--- config.mk ---
export PLATFORM = sky130hd
export DESIGN_NAME = md_div_dispatch
export DESIGN_NICKNAME = d
export VERILOG_FILES = /design/src/rtl/md_pkg.sv /design/src/rtl/md_div_fastpath.sv /design/src/rtl/md_div_dispatch.sv
export SDC_FILE = /design/constraint.sdc
export NUM_CORES = 1
export LEC_CHECK = 0
export ABC_AREA = 1
export CAP_MARGIN = 5
export CORE_MARGIN = 3
export CORE_UTILIZATION = 25
export DETAILED_ROUTE_END_ITERATION = 7
export SYNTH_ARGS = -nofsm -noshare
export SYNTH_HDL_FRONTEND = slang
export SYNTH_SLANG_ARGS = --single-unit
--- constraint.sdc ---
create_clock -name clk -period 18.8 [get_ports clk]
set_clock_uncertainty 0.2 [all_clocks]
set_input_delay 1.88 -clock clk [delete_from_list [all_inputs] [get_ports clk]]
set_output_delay 1.88 -clock clk [all_outputs]
set_load 0.01 [all_outputs]
--- src/rtl/md_pkg.sv ---
// Shared M-extension definitions: funct3 codes, dispatch FSM states, divide constants.
package md_pkg;

  localparam int unsigned XLEN = 32;
  localparam int unsigned RD_W = 5;
  localparam int unsigned F3_W = 3;

  localparam logic [F3_W-1:0] F3_DIV  = 3'b100;
  localparam logic [F3_W-1:0] F3_DIVU = 3'b101;
  localparam logic [F3_W-1:0] F3_REM  = 3'b110;
  localparam logic [F3_W-1:0] F3_REMU = 3'b111;

  localparam logic [XLEN-1:0] INT_MIN  = 32'h8000_0000;
  localparam logic [XLEN-1:0] ALL_ONES = 32'hFFFF_FFFF;

  typedef enum logic [1:0] {
    IDLE  = 2'd0,
    WAIT  = 2'd1,
    RESP  = 2'd2,
    DRAIN = 2'd3
  } md_state_e;

  // Identity of a divide operation; the memo is keyed on the full tuple.
  typedef struct packed {
    logic [F3_W-1:0] funct3;
    logic [XLEN-1:0] rs1;
    logic [XLEN-1:0] rs2;
  } md_tag_t;

endpackage

--- src/rtl/md_div_fastpath.sv ---
// Combinational classifier for divides that can be answered without the divider.
module md_div_fastpath
  import md_pkg::*;
(
  input  logic [F3_W-1:0] i_funct3,
  input  logic [XLEN-1:0] i_rs1,
  input  logic [XLEN-1:0] i_rs2,
  input  md_tag_t         i_memo_tag,
  input  logic [XLEN-1:0] i_memo_result,
  input  logic            i_memo_valid,
  output logic            o_hit,
  output logic [XLEN-1:0] o_value
);

  logic    w_is_rem;
  logic    w_is_signed;
  md_tag_t w_tag;

  assign w_is_rem    = i_funct3[1];
  assign w_is_signed = ~i_funct3[0];
  assign w_tag       = '{funct3: i_funct3, rs1: i_rs1, rs2: i_rs2};

  // Checks are ordered: divide-by-zero, signed overflow, unit divisor, memo.
  always_comb begin
    o_hit   = 1'b0;
    o_value = '0;
    if (i_rs2 == '0) begin
      o_hit   = 1'b1;
      o_value = w_is_rem ? i_rs1 : ALL_ONES;
    end else if (w_is_signed && (i_rs1 == INT_MIN) && (i_rs2 == ALL_ONES)) begin
      o_hit   = 1'b1;
      o_value = w_is_rem ? '0 : INT_MIN;
    end else if (i_rs2 == XLEN'(1)) begin
      o_hit   = 1'b1;
      o_value = w_is_rem ? '0 : i_rs1;
    end else if (i_memo_valid && (i_memo_tag == w_tag)) begin
      o_hit   = 1'b1;
      o_value = i_memo_result;
    end
  end

endmodule

--- src/rtl/md_div_dispatch.sv ---
// Feeds the iterative divider from EX, short-circuits trivial divides and
// collects the divider result into a registered write-back pulse.
module md_div_dispatch
  import md_pkg::*;
(
  input  logic            clk,
  input  logic            reset,
  input  logic            i_ex_valid,
  input  logic            i_ex_md_type,
  input  logic [F3_W-1:0] i_ex_funct3,
  input  logic [XLEN-1:0] i_ex_rs1,
  input  logic [XLEN-1:0] i_ex_rs2,
  input  logic [RD_W-1:0] i_ex_rd,
  input  logic            i_flush,
  output logic            o_div_start,
  output logic [F3_W-1:0] o_div_op,
  output logic [XLEN-1:0] o_div_a,
  output logic [XLEN-1:0] o_div_b,
  input  logic [XLEN-1:0] i_div_result,
  input  logic            i_div_stall,
  input  logic            i_div_done,
  output logic            o_md_stall,
  output logic            o_wb_valid,
  output logic [RD_W-1:0] o_wb_rd,
  output logic [XLEN-1:0] o_wb_data
);

  md_state_e       r_state;
  logic            r_memo_valid;
  md_tag_t         r_memo_tag;
  logic [XLEN-1:0] r_memo_result;
  md_tag_t         r_tag;
  logic [RD_W-1:0] r_rd;
  logic            r_wb_valid;
  logic [RD_W-1:0] r_wb_rd;
  logic [XLEN-1:0] r_wb_data;

  logic            w_req;
  logic            w_hit;
  logic [XLEN-1:0] w_value;
  logic            w_launch;

  assign w_req    = i_ex_valid & i_ex_md_type & i_ex_funct3[2] & ~i_flush;
  assign w_launch = (r_state == IDLE) & w_req & ~w_hit;

  md_div_fastpath u_fastpath (
    .i_funct3      (i_ex_funct3),
    .i_rs1         (i_ex_rs1),
    .i_rs2         (i_ex_rs2),
    .i_memo_tag    (r_memo_tag),
    .i_memo_result (r_memo_result),
    .i_memo_valid  (r_memo_valid),
    .o_hit         (w_hit),
    .o_value       (w_value)
  );

  // Divider operands are only driven during the launch cycle.
  assign o_div_start = w_launch;
  assign o_div_op    = w_launch ? i_ex_funct3 : '0;
  assign o_div_a     = w_launch ? i_ex_rs1    : '0;
  assign o_div_b     = w_launch ? i_ex_rs2    : '0;

  always_comb begin
    o_md_stall = 1'b0;
    case (r_state)
      IDLE:    o_md_stall = w_req & ~w_hit;
      WAIT:    o_md_stall = 1'b1;
      RESP:    o_md_stall = 1'b0;
      DRAIN:   o_md_stall = w_req;
      default: o_md_stall = 1'b0;
    endcase
  end

  assign o_wb_valid = r_wb_valid;
  assign o_wb_rd    = r_wb_rd;
  assign o_wb_data  = r_wb_data;

  always_ff @(posedge clk or posedge reset) begin
    if (reset) begin
      r_state       <= IDLE;
      r_memo_valid  <= 1'b0;
      r_memo_tag    <= '0;
      r_memo_result <= '0;
      r_tag         <= '0;
      r_rd          <= '0;
      r_wb_valid    <= 1'b0;
      r_wb_rd       <= '0;
      r_wb_data     <= '0;
    end else begin
      r_wb_valid <= 1'b0;
      case (r_state)
        IDLE: begin
          if (w_req && w_hit) begin
            r_wb_valid <= 1'b1;
            r_wb_rd    <= i_ex_rd;
            r_wb_data  <= w_value;
          end else if (w_req) begin
            r_tag   <= '{funct3: i_ex_funct3, rs1: i_ex_rs1, rs2: i_ex_rs2};
            r_rd    <= i_ex_rd;
            r_state <= WAIT;
          end
        end
        WAIT: begin
          if (i_div_done) begin
            r_memo_valid  <= 1'b1;
            r_memo_tag    <= r_tag;
            r_memo_result <= i_div_result;
            if (i_flush) begin
              r_state <= IDLE;
            end else begin
              r_wb_valid <= 1'b1;
              r_wb_rd    <= r_rd;
              r_wb_data  <= i_div_result;
              r_state    <= RESP;
            end
          end else if (i_flush) begin
            r_state <= DRAIN;
          end
        end
        RESP: r_state <= IDLE;
        DRAIN: begin
          // A killed op still finishes; keep its result for reuse.
          if (i_div_done) begin
            r_memo_valid  <= 1'b1;
            r_memo_tag    <= r_tag;
            r_memo_result <= i_div_result;
            r_state       <= IDLE;
          end
        end
        default: r_state <= IDLE;
      endcase
    end
  end

  // The divider must report busy for every WAIT cycle before it finishes.
  a_div_busy_in_wait: assert property (@(posedge clk) disable iff (reset)
    ((r_state == WAIT) && !i_div_done) |-> i_div_stall);

endmodule
=== After elaboration in Yosys (flattened, before gate mapping) ===
Cells that the tools add are included.

* Reductions and logical operators: 12
* Bitwise operators: 10
* Equality and inequality tests: 14
* Muxes and demuxes: 34

{| class="wikitable"
|+ Operator list
! kind !! count
|-
| $mux 32 || 12
|-
| $eq 67x67->1 || 1
|-
| $eq 32x32->1 const B || 2
|-
| $pmux 32 s2 || 1
|-
| $eq 32x1->1 const B || 1
|-
| $logic_not 32->1 || 1
|-
| $mux 5 || 3
|-
| $mux 2 || 6
|-
| $ne 2x2->1 const B || 5
|-
| $pmux 5 s2 || 1
|-
| $pmux 2 s4 || 1
|-
| $reduce_and 4->1 || 2
|-
| $mux 1 || 7
|-
| $and 1x1->1 || 6
|-
| $eq 2x2->1 const B || 2
|-
| $logic_and 1x1->1 || 4
|-
| $not 1->1 || 4
|-
| $pmux 1 s4 || 1
|-
| $mux 3 || 1
|-
| $ne 3x3->1 const B || 1
|-
| $reduce_and 3->1 || 1
|-
| $eq 2x1->1 const B || 1
|-
| $logic_not 2->1 || 1
|-
| $ne 2x1->1 const B || 1
|-
| other kinds (4) || 4
|}

* Word-level logic and storage cells: 83
* Input port bits: 111
* Output and inout bits: 107
* Flip-flop bits (word level): 212

=== Depth between registers and ports, before layout ===
* Word-level depth: 9
* Gate-level depth with buffers: 18
* Gate-level depth less buffers: 16

=== Hierarchy ===
A second synthesis with hierarchy kept.

* Cell total of the unflattened synthesis: 1825
* Area, all modules: 12487.0 um^2

{| class="wikitable"
|+ By module, submodules not included
! module !! cells an instance !! area each (um^2) !! times used !! seq. area each (um^2)
|-
| md_div_dispatch || 1075 || 9251.4 || 1 || 5305.1
|-
| md_div_fastpath || 750 || 3235.6 || 1 || 0.0
|}

=== Worst setup path after synthesis ===
No wires, ideal clock.

* Kind: input port to output port
* Start: input i_ex_rs2[21]
* End: output o_div_b[15]
* Cell stages on the path: 14
* Buffers on the path: 2
* Required time: 16720 ps
* Data arrival time: 3174 ps
* Path slack: 13546 ps
* Cells stage by stage: inv_2 > nand2_1 > nor3_1 > nand2_1 > nor2_4 > nand3_2 > nand2_1 > nor2_1 > nand2_2 > inv_2 > nand2_2 > buf_4 > buf_2 > nor2_1

* Word-level cells in the longest chain between the ends: 9
* Elaborated cells between the ends (all ways): 13
* Classes of those cells: eq/ne (3); mux (5); bitwise (2); reduce/logical (3)

{| class="wikitable"
|+ Ends and longest elaborated chain
! what !! RTL line !! text
|-
| start: declaration || md_div_dispatch.sv:12 || <nowiki>input logic [XLEN-1:0] i_ex_rs2,</nowiki>
|-
| $eq 67x67->1 || md_div_fastpath.sv:36 || <nowiki>end else if (i_memo_valid && (i_memo_tag == w_tag)) begin</nowiki>
|-
| $logic_and 1x1->1 || md_div_fastpath.sv:36 ||
|-
| $mux 1 || md_div_fastpath.sv:36 ||
|-
| $mux 1 || md_div_fastpath.sv:33 || <nowiki>end else if (i_rs2 == XLEN'(1)) begin</nowiki>
|-
| $mux 1 || md_div_fastpath.sv:30 || <nowiki>end else if (w_is_signed && (i_rs1 == INT_MIN) && (i_rs2 == ALL_ONES)) begin</nowiki>
|-
| $mux 1 (*) || md_div_fastpath.sv:27 || <nowiki>if (i_rs2 == '0) begin</nowiki>
|-
| $not 1->1 (*) || md_div_dispatch.sv:44 || <nowiki>assign w_launch = (r_state == IDLE) & w_req & ~w_hit;</nowiki>
|-
| $and 1x1->1 (*) || md_div_dispatch.sv:44 ||
|-
| $mux 32 (*) || md_div_dispatch.sv:61 || <nowiki>assign o_div_b = w_launch ? i_ex_rs2 : '0;</nowiki>
|-
| end: declaration || md_div_dispatch.sv:18 || <nowiki>output logic [XLEN-1:0] o_div_b,</nowiki>
|}

Mark *: on every way between the ends. The rest lies on a longest branch, timed or not.

=== Worst setup path in the final report ===
* Start: input i_ex_rs2[16]
* End: output o_div_a[15]

* Word-level cells in the longest chain between the ends: 9
* Elaborated cells between the ends (all ways): 13
* Classes of those cells: eq/ne (3); mux (5); bitwise (2); reduce/logical (3)

{| class="wikitable"
|+ Ends and longest elaborated chain
! what !! RTL line !! text
|-
| $eq 67x67->1 || md_div_fastpath.sv:36 ||
|-
| $logic_and 1x1->1 || md_div_fastpath.sv:36 ||
|-
| $mux 1 || md_div_fastpath.sv:36 ||
|-
| $mux 1 || md_div_fastpath.sv:33 ||
|-
| $mux 1 || md_div_fastpath.sv:30 ||
|-
| $mux 1 (*) || md_div_fastpath.sv:27 ||
|-
| $not 1->1 (*) || md_div_dispatch.sv:44 ||
|-
| $and 1x1->1 (*) || md_div_dispatch.sv:44 ||
|-
| $mux 32 (*) || md_div_dispatch.sv:60 || <nowiki>assign o_div_a = w_launch ? i_ex_rs1 : '0;</nowiki>
|-
| end: declaration || md_div_dispatch.sv:17 || <nowiki>output logic [XLEN-1:0] o_div_a,</nowiki>
|}

Marks and branches as above.

==> flow_summary.toml <==
[global_routing]
grt_use_total_pct = 18.2
initial_antenna_violation_count = 2
grt_pass1_wl_um = 71800
grt_max_degree = 134
grt_overflow = 0
first_global_vias = 12100

[drt]
drt_first_pass_iters = 5
postRouteWirelength_um = 47100
num_vias = 12200
drc_violations_left = 0
wl_per_cell_um = 18.4
drt_iter0_markers = 942
detail-route-antenna-nets = 0
via_density = 4.77

[sta]
unrepaired_setup_endpoints_after_global_routing = "false"
timing_hold_violations_final = 0
period_minus_slack_ns = 8.52
max_freq_mhz = 117
max-slew-margin-rel_pct = 23.2
final-setup-viol-count = 0
fin_setup_tns_ns = 0
worstMarginPinSlew_ns = 1.15
timing_max_transition_violations_final = 0
min_period_over_period_pct = 45.3
worst_hold_slack_ns = 0.250

[place]
portBuffers = 216
dpl.hpwl_um = 34200
count_of_placed_standard_cells_including_taps = 2501
gp_routability_congestion = 0.913

[run_status]
status = "completed"

[clocking]
htree_levels = 1
clock_sink_count = 212
cts_tree = "yes"
clockBufferDepth = 3
number_of_buffers_added_for_setup_after_cts = 0
cts_inserted_buffers = 27
clk_transition_reported_paths_ns = 0.06
clk_root_buffer_cell = "sky130_fd_sc_hd__clkbuf_16"
number_of_instances_resized_during_post_cts_repair = 0
clock_insertion_delay_worst_skew_ns = 0.57
cts.hold.buffers_added = 0

[final_layout]
fillerInstances = 5053
fin_util_pct = 33.2
finish.cell_count_without_fillers = 2553
layout_cells_sized_above_1_pct = 6.33
finish.net_count = 2034
syn2layout_area_growth_pct = 29.4

[synth]
synth_commonest_cells = "sky130_fd_sc_hd__nand2_1 (602), sky130_fd_sc_hd__nor2_1 (296), sky130_fd_sc_hd__dfrtp_1 (212), sky130_fd_sc_hd__inv_1 (158), sky130_fd_sc_hd__a21oi_1 (157)"
synth_top_area_cell = "sky130_fd_sc_hd__dfrtp_1"
postSynth.topFlopCell = "sky130_fd_sc_hd__dfrtp_1"
synthXorXnorAreaFrac_pct = 0.291
dominant_combinational_cell_family_by_area_after_synthesis = "simple AND/OR/NAND/NOR gates"
synth_compound_area_share_pct = 9.90
number_of_enable_flip_flop_cells_after_synthesis = 0
area_share_of_the_largest_cell_type_after_synthesis_pct = 44.0
synthMuxAreaShare_pct = 3.46
yosys_register_bits = 212
yosys.area_share.simple_pct = 33.2
synthAdderAreaFrac_pct = 0
synth.distinct_cells = 33
syn_nets = 1863
synth_area_sq_mm = 0.0121
syn-instance-count = 1752
yosys_warnings = 0
mean_post_synth_cell_area_sq_um = 6.88
asyncSetResetFlopFracSynth_pct = 100
netlist_top_cells_area = "sky130_fd_sc_hd__dfrtp_1 (44%), sky130_fd_sc_hd__nand2_1 (19%), sky130_fd_sc_hd__nor2_1 (9.2%)"
yosysSeqAreaShare_pct = 44.0
synth_most_common_cell = "sky130_fd_sc_hd__nand2_1"

[power_and_ir_drop]
internal_power_component_mw = 1.31
power.density_mw_per_mm2 = 133
power.static_leakage_nw = 7.93
power.switching_mw = 0.776
power.sequential.fraction_pct = 37.7
pwr-share-clk_pct = 26.3
swShare_pct = 37.3
combPwrFrac_pct = 36.0
max-vdd-ir-drop_v = 0.0000604

[floorplanning]
core_area_sq_mm = 0.0471
die_footprint_sq_mm = 0.0509
row_count = 79
initial_utilization_pct = 25.6
chipWidth_um = 226
top_level_pins = 218
floorplan.die.height_um = 226

[setup_path]
crit_fanout = 79
r2r.worst_path.cells = 13
critical_path_class = "in -> out"
crit_path_required_time_ns = 16.72
crit_path_start_kind = "input port"
critical_path_arrival_ns = 6.44
endpoint_kind = "primary output"

[hold_path]
hold_path.class = "reg -> reg"
holdPathStages = 2

[flow_run]
cap_viol_max_count = 0
routing by layer:
metal	vias to the layer above	track usage [%]	wire length, um	share of wire (%)
met5	-	0	0	0
met4	0	4.94	1400	3.0
met3	74	2.61	2540	5.4
met2	408	30.7	22200	47
met1	5868	24.5	20900	44
li1	5830	-	-	-
cells by family (layout without fill, tap and decap cells):
| group | Yosys count | after routing |
|---|---|---|
| muxes | 37 | 37 |
| xor gates and xnor gates | 4 | 4 |
| DFF | 212 | 212 |
| other | 0 | 2 |
| and+or+nand+nor | 1001 | 1001 |
| buffers and inverters | 261 | 453 |
| AOI/OAI and AO/OA | 237 | 237 |
state kept, by name, indices dropped and copies added (netlist names):
name / flops
r_tag: 67
o_wb_rd: 5
o_wb_valid: 1
r_state: 2
r_memo_tag: 67
r_memo_valid: 1
r_rd: 5
o_wb_data: 32
r_memo_result: 32
power by group through the flow:
stage | Sequential [mW] | Clock, mW | Combinational (mW)
6_report | 0.785 | 0.548 | 0.749
5_1_grt | 0.808 | 0.577 | 0.840
4_1_cts | 0.782 | 0.559 | 0.752
3_5_place_dp | 0.788 | 0 | 0.748
3_3_place_gp | 0.779 | 0 | 0.729
2_1_floorplan | 0.778 | 0 | 0.467
area by class of cell:
class	instances	area [sq um]	share of cell area (%)
Inverter	177	674	4.32
Antenna cell	2	5.00	0.0321
Clock buffer	42	802	5.14
Timing Repair Buffer	226	2240	14.3
Tap cell	607	759	4.87
Clock inverter	8	126	0.810
Sequential cell	212	5310	34.0
Multi-Input combinational cell	1279	5690	36.5
cell usage in the layout, fill, tap and decap left out, types with 3 or more instances in the layout:
cell,synthesis,routed
sky130_fd_sc_hd__clkbuf_8,0,7
sky130_fd_sc_hd__nor2_4,1,4
sky130_fd_sc_hd__bufinv_16,0,3
sky130_fd_sc_hd__mux2_2,37,37
sky130_fd_sc_hd__a21oi_1,157,157
sky130_fd_sc_hd__clkbuf_16,0,27
sky130_fd_sc_hd__clkdlybuf4s50_1,0,216
sky130_fd_sc_hd__nand2_1,602,601
sky130_fd_sc_hd__inv_2,17,17
sky130_fd_sc_hd__inv_1,158,157
sky130_fd_sc_hd__xnor2_1,4,4
sky130_fd_sc_hd__buf_4,16,10
sky130_fd_sc_hd__o21ai_0,14,14
sky130_fd_sc_hd__nand3_1,24,24
sky130_fd_sc_hd__nand2_4,2,3
sky130_fd_sc_hd__nor2_1,296,293
sky130_fd_sc_hd__dfrtp_1,212,212
sky130_fd_sc_hd__nand4_1,57,57
sky130_fd_sc_hd__nor3_1,8,8
sky130_fd_sc_hd__o21ai_1,63,63
sky130_fd_sc_hd__clkbuf_1,43,8
stage by stage:
step	setup WS (ns)	instance area, sq um	total power, mW
floorplan	10.93	12100	1.24
global route	9.94	15600	2.23
finish	10.28	15600	2.08
global placement	10.24	14700	1.51
CTS	10.20	15600	2.09
detailed placement	10.23	14700	1.54
final timing paths:
check | startpoint | endpoint | slack [ns]
max | i_ex_rs2[16] | o_div_a[15] | 10.28
min | r_tag[66]$_DFFE_PP0P_ | r_tag[66]$_DFFE_PP0P_ | 0.25
max reg2reg | r_memo_tag[64]$_DFFE_PP0P_ | r_tag[37]$_DFFE_PP0P_ | 15.11
min reg2reg | r_tag[66]$_DFFE_PP0P_ | r_tag[66]$_DFFE_PP0P_ | 0.25
max in group asynchronous | reset | r_memo_tag[27]$_DFFE_PP0P_ | 15.08
min in group asynchronous | reset | o_wb_valid$_DFF_PP0_ | 1.69
critical path, stage by stage:
cell and delay [ns]:
sky130_fd_sc_hd__clkdlybuf4s50_1 0.54, sky130_fd_sc_hd__inv_2 0.16, sky130_fd_sc_hd__nand2_1 0.08, sky130_fd_sc_hd__nor3_2 0.11, sky130_fd_sc_hd__nand2_1 0.11, sky130_fd_sc_hd__nor2_4 0.22, sky130_fd_sc_hd__nand2_4 0.41, sky130_fd_sc_hd__nand2_1 0.21
sky130_fd_sc_hd__nor2_1 0.07, sky130_fd_sc_hd__nand2_2 0.11, sky130_fd_sc_hd__inv_2 0.07, sky130_fd_sc_hd__nand2_8 0.33, sky130_fd_sc_hd__buf_4 0.70, sky130_fd_sc_hd__buf_4 0.65, sky130_fd_sc_hd__nor2_1 0.21, sky130_fd_sc_hd__clkdlybuf4s50_1 0.53
(Power assumes the default switching activity.)
